$ cat config.mk
export PLATFORM = sky130hd
export DESIGN_NAME = ped_signal_driver
export DESIGN_NICKNAME = d
export VERILOG_FILES = /design/src/rtl/ped_signal_driver.sv
export SDC_FILE = /design/constraint.sdc
export NUM_CORES = 1
export LEC_CHECK = 0
export ABC_AREA = 1
export BUFFER_PORTS_ARGS = -buffer_cell sky130_fd_sc_hd__buf_2
export CAP_MARGIN = 5
export CORE_AREA = 2 2 94 96
export DETAILED_ROUTE_END_ITERATION = 7
export DIE_AREA = 0 0 96 98
export GPL_TIMING_DRIVEN = 0
export PLACE_DENSITY = 0.72
export SLEW_MARGIN = 40
export SYNTH_ARGS = -nofsm -noshare
export SYNTH_HDL_FRONTEND = slang
export SYNTH_SLANG_ARGS = --single-unit
$ cat constraint.sdc
create_clock -name clk -period 1.8 [get_ports clk]
set_input_delay 0.09 -clock clk [delete_from_list [all_inputs] [get_ports clk]]
set_output_delay 0.09 -clock clk [all_outputs]
set_load 0.02 [all_outputs]
$ cat src/rtl/ped_signal_driver.sv
// Pedestrian lamp / countdown driver slaved to a car-light controller's state code.
// Optional macro PED_COUNTDOWN_EN enables the two-digit seven-segment countdown.
module ped_signal_driver #(
  parameter int CLK_HZ       = 50000000,
  parameter int DEBOUNCE_CYC = 500000,
  parameter int RED_S        = 41,
  parameter int BLINK_S      = 5
) (
  input  logic       clk,
  input  logic       res,
  input  logic [1:0] light_state,
  input  logic       btn,
  output logic       btn_req,
  output logic       car_red,
  output logic       car_yellow,
  output logic       car_green,
  output logic       ped_red,
  output logic       ped_green,
  output logic       wait_lamp,
  output logic [6:0] seg_tens,
  output logic [6:0] seg_units
);

  localparam int DIV_W = $clog2(CLK_HZ + 1);
  localparam int DB_W  = $clog2(DEBOUNCE_CYC + 1);

  localparam logic [1:0] ST_RED    = 2'd0;
  localparam logic [1:0] ST_GREEN  = 2'd1;
  localparam logic [1:0] ST_YELLOW = 2'd2;
  localparam logic [1:0] ST_FAULT  = 2'd3;

  logic [1:0]       state_reg, state_next;
  logic [DIV_W-1:0] cnt_reg, cnt_next;
  logic             phase_reg, phase_next;
  logic [6:0]       sec_reg, sec_next;
  logic             sync1_reg, sync2_reg;
  logic [DB_W-1:0]  db_cnt_reg, db_cnt_next;
  logic             btn_req_reg, btn_req_next;
  logic             btn_req_d_reg;
  logic             wait_reg, wait_next;

  logic tick, half_tick, state_chg, enter_red, btn_rise;

  // State register: reset parks in RED so a release with RED held does not restart the walk.
  always_ff @(posedge clk or negedge res) begin
    if (!res) begin
      state_reg <= ST_RED;
    end else begin
      state_reg <= state_next;
    end
  end

  always_comb begin
    state_next = light_state;
  end

  assign state_chg = (state_next != state_reg);
  assign enter_red = state_chg && (state_next == ST_RED);
  assign tick      = (cnt_reg == DIV_W'(CLK_HZ - 1));
  assign half_tick = tick || (cnt_reg == DIV_W'(CLK_HZ / 2 - 1));
  assign btn_rise  = btn_req_reg && !btn_req_d_reg;

  always_comb begin
    cnt_next     = state_chg ? '0 : (tick ? '0 : cnt_reg + 1'b1);
    phase_next   = state_chg ? 1'b1 : (half_tick ? ~phase_reg : phase_reg);
    sec_next     = sec_reg;
    if (enter_red) begin
      sec_next = 7'(RED_S);
    end else if (state_next != ST_RED) begin
      sec_next = '0;
    end else if (tick && sec_reg != 7'd0) begin
      sec_next = sec_reg - 7'd1;
    end
    db_cnt_next  = '0;
    btn_req_next = btn_req_reg;
    // Any sample equal to the accepted level restarts the stability count.
    if (sync2_reg != btn_req_reg) begin
      if (db_cnt_reg == DB_W'(DEBOUNCE_CYC - 1)) begin
        btn_req_next = sync2_reg;
      end else begin
        db_cnt_next = db_cnt_reg + 1'b1;
      end
    end
    wait_next = wait_reg;
    if (enter_red) begin
      wait_next = 1'b0;
    end else if (btn_rise && state_reg != ST_RED) begin
      wait_next = 1'b1;
    end
  end

  always_ff @(posedge clk or negedge res) begin
    if (!res) begin
      cnt_reg       <= '0;
      phase_reg     <= 1'b1;
      sec_reg       <= '0;
      sync1_reg     <= 1'b0;
      sync2_reg     <= 1'b0;
      db_cnt_reg    <= '0;
      btn_req_reg   <= 1'b0;
      btn_req_d_reg <= 1'b0;
      wait_reg      <= 1'b0;
    end else begin
      cnt_reg       <= cnt_next;
      phase_reg     <= phase_next;
      sec_reg       <= sec_next;
      sync1_reg     <= btn;
      sync2_reg     <= sync1_reg;
      db_cnt_reg    <= db_cnt_next;
      btn_req_reg   <= btn_req_next;
      btn_req_d_reg <= btn_req_reg;
      wait_reg      <= wait_next;
    end
  end

  assign btn_req = btn_req_reg;

`ifdef PED_COUNTDOWN_EN
  function automatic logic [6:0] seg7(input logic [3:0] d);
    case (d)
      4'd0:    seg7 = 7'h40;
      4'd1:    seg7 = 7'h79;
      4'd2:    seg7 = 7'h24;
      4'd3:    seg7 = 7'h30;
      4'd4:    seg7 = 7'h19;
      4'd5:    seg7 = 7'h12;
      4'd6:    seg7 = 7'h02;
      4'd7:    seg7 = 7'h78;
      4'd8:    seg7 = 7'h00;
      4'd9:    seg7 = 7'h10;
      default: seg7 = 7'h7F;
    endcase
  endfunction

  logic [6:0] tens_val, units_val;
  assign tens_val  = sec_reg / 7'd10;
  assign units_val = sec_reg - tens_val * 7'd10;
`endif

  always_comb begin
    car_red    = 1'b0;
    car_yellow = 1'b0;
    car_green  = 1'b0;
    ped_red    = 1'b1;
    ped_green  = 1'b0;
    wait_lamp  = wait_reg;
    seg_tens   = 7'h7F;
    seg_units  = 7'h7F;
    case (state_reg)
      ST_RED: begin
        car_red = 1'b1;
        if (sec_reg != 7'd0) begin
          ped_red   = 1'b0;
          ped_green = (sec_reg > 7'(BLINK_S)) ? 1'b1 : phase_reg;
`ifdef PED_COUNTDOWN_EN
          seg_units = seg7(units_val[3:0]);
          seg_tens  = (tens_val == 7'd0) ? 7'h7F : seg7(tens_val[3:0]);
`endif
        end
      end
      ST_GREEN:  car_green  = 1'b1;
      ST_YELLOW: car_yellow = 1'b1;
      ST_FAULT: begin
        car_yellow = phase_reg;
        wait_lamp  = 1'b0;
      end
      default: ;
    endcase
  end

endmodule

==> summary.txt <==
STA
  • Final Critical Period: 1710 ps
  • Rel. slew slack: 49.6%
  • Actual slew at the worst max-slew pin: 751 ps
  • Final clock skew: 16.1 ps
  • Pins over their slew limit: 0
  • Period utilization: 94.9%
  • Maximum clock rate: 585 MHz
  • Number of setup violations in the final report: 0
  • Final Hold Slack: 266 ps
  • Setup ws final: 91.5 ps
  • Fin. Hold Viols: 0

Worst setup path
  • Reg2Reg Depth: 9
  • Type of the worst setup path: flip-flop to output port
  • Arr. time, crit path: 1620 ps
  • Launch instance of the worst register-to-register path: cnt_reg[0]
  • Endpoint of the worst register-to-register path: cnt_reg[18]
  • Start point of the critical path: sec_reg[0]
  • Maximum fanout count along the critical path: 4
  • End point of the critical path: ped_green
  • Launching element type of the critical path: flip-flop
  • Required time worst endpoint: 1710 ps
  • Setup slack of the most critical reg-to-reg path: 160 ps
  • Endpoint type of the worst setup path: output port

Yosys
  • Number of synthesized register bits: 60
  • Syn Inst Count: 515
  • Top-area cell type share of the netlist area: 40.5%
  • Seq/Total Area, Yosys: 41.2%
  • Post-Synth Simple-Gate Area: 40.0%
  • Combinational family with the most area after synthesis: simple AND/OR/NAND/NOR gates
  • Adder-Cell Fraction of Synth Area: 1.37%
  • Top area cells in the synthesized netlist: dfrtp_1, nand2_1, nor2_1, inv_1, nand3_1
  • XOR/XNOR Fraction of Synth Area: 4.08%
  • Warnings, synthesis: 0
  • Syn_area_per_cell: 7.09 µm²
  • Cell accounting for the most synthesized area: dfrtp_1
  • Post-synthesis cell type count: 34
  • Share of synthesized area spent on multiplexers: 0%
  • Summed instance area of the synthesized netlist: 3650 µm²
  • Complex-gate fraction of the synthesized area: 4.35%

Global route
  • First-pass GRT wire length: 13800 µm
  • Met3 capacity usage during global routing: 4.63%
  • Met2 GRT Util: 29.8%
  • GRT busiest layer: met2
  • Pin count of the biggest net entering global routing: 61
  • Number of antenna violations at the first check in global routing: 0
  • Global-route met1 utilization: 24.7%
  • GRT Util Overall: 18.7%
  • Overall overflow remaining after global route: 0
  • Vias in the first global route: 3064

Worst hold path
  • Class of the worst hold path: input pin to asynchronous set/reset pin

Run
  • Count of max-cap constraint violations: 0

Placed design
  • Last weighted congestion value of the routability-driven placer: 0.951
  • Half-perimeter wire length of the detailed placement result: 5810 µm
  • Worst setup timing slack at the placement stage: 24.2 ps
  • Buffers added on ports: 11

Floorplanning
  • Core area: 8470 µm²
  • IO Count: 26
  • Overall die area: 9410 µm²
  • Die height: 98 µm
  • Die span in x: 96 µm
  • Rows: 34
  • Initial core utilization: 43.1%

Pwr
  • Post-route total power: 2.74 mW
  • Peak ir drop on the vdd network: 0.000396 V
  • PD cells: 660 nW/µm²
  • LEAKAGE: 1.76 nW

Route
  • Router iterations before antenna repair: 5
  • Iter 0 DRT Violations: 149
  • DR vias/cell: 4.84
  • Count of vias placed by the detailed router: 3240
  • WL final: 8060 µm
  • ANT nets after route: 0
  • Remaining design rule violation count: 0
  • Average wire per cell in the routed design: 12.0 µm

Clock tree
  • Clock insertion delay at the later pin of the skew report: 350 ps
  • Clock root buffer: clkbuf_8
  • Number of H-tree branching levels: 3
  • CTS tree: yes
  • CTS Buf Count: 9
  • # clock sinks: 60
  • Clock-pin transition on the worst setup and hold timing paths: 80 ps
  • Max Root-Sink Buffers: 2

Cells and area
  • Area Overhead vs Synth: 13.8%
  • Fin util: 49.1%
  • Final Net Count: 566
  • Flip-flop count of the largest register after layout: 26
  • Ant. Diodes: 0
  • Most used cells in the layout excluding fill and tap cells: nand2_1, nor2_1, dfrtp_1, inv_1, nand3_1
  • Most frequent standard cell in the layout excluding fill and tap cells: nand2_1
  • Layout cell share with drive strength beyond 1: 13.7%

Status
  • Status: complete, no violations
[worst min-delay path by stage]
stage                  endpoint  slack, ps  depth (start not counted)
global placement      sync1_reg        200                          1
floorplan               btn_req       -210                          0
detailed placement    sync1_reg        200                          1
global route        cnt_reg[22]        330                          2
finish              cnt_reg[17]        270                          2
CTS                   sync2_reg        370                          0
[metrics by stage]
step	setup TNS, ps	area [µm²]	cells
6_report	0	4150	670
5_1_grt	-4.77	4150	670
4_1_cts	0	4120	668
3_5_place_dp	0	3890	647
3_3_place_gp	0	3890	647
2_1_floorplan	0	3700	528
[critical path, stage by stage, from the launching register on]
cell and delay [ps]:
dfrtp_1 400, buf_4 160, ha_1 200, nor3b_1 190
nor4_1 80, nor2_1 100, buf_4 150
[synthesized netlist by cell type (all sizes together)]
cell    instances
xor2           11
nor3           11
conb            1
dfrtp          59
o21a            1
nor3b           4
nor2          135
xnor2           6
ha              4
or2             1
nand3b          2
buf            15
nor4            1
a31oi           2
nand3          36
a21oi          14
inv            54
o21ai           7
clkinv          2
nand4           8
o21bai          1
and2            1
dfstp           1
nand2         136
a21o            1
a21boi          1
[logic make-up (layout without fill, tap and decap cells)]
kind of cell | after synthesis | after routing
simple gates | 335 | 335
buf+inv | 71 | 105
flops | 60 | 60
compound gates | 27 | 27
xor+xnor | 17 | 17
fa+ha+maj | 4 | 4
other cells | 1 | 14
[metal layers]
layer  routed length [µm]  vias to the layer above
li1                     -                     1672
met1                 3710                     1475
met2                 3810                       79
met3                  422                       14
met4                  107                        0
met5                    0                        -
[cell type report]
class                   instances  area (µm²)
fillers                       821        4310
multi-input cells             397        1890
flip-flops and latches         60        1500
inverters                      56         210
clock buffers                  10         138
well taps                     108         135
repair buffers                 18         126
plain buffers                  15         116
clock inverters                 6        38.8
[power breakdown]
group	internal [mW]	switching (mW)	leakage [nW]
Combinational	0.0869	0.157	0.856
Sequential	1.37	0.0190	0.819
Clock	0.534	0.579	0.0885
[timing repair]
| action | in CTS | in global routing |
|---|---|---|
| setup buffers | 1 | 2 |
| hold buffers | 4 | 0 |
| pin swaps | 0 | 2 |
| setup endpoints to repair | 2 | 25 |
| endpoints found under the hold margin | 62 | 0 |
| resized for setup | 0 | 11 |
Note: power is estimated with default switching activity, not from simulation.
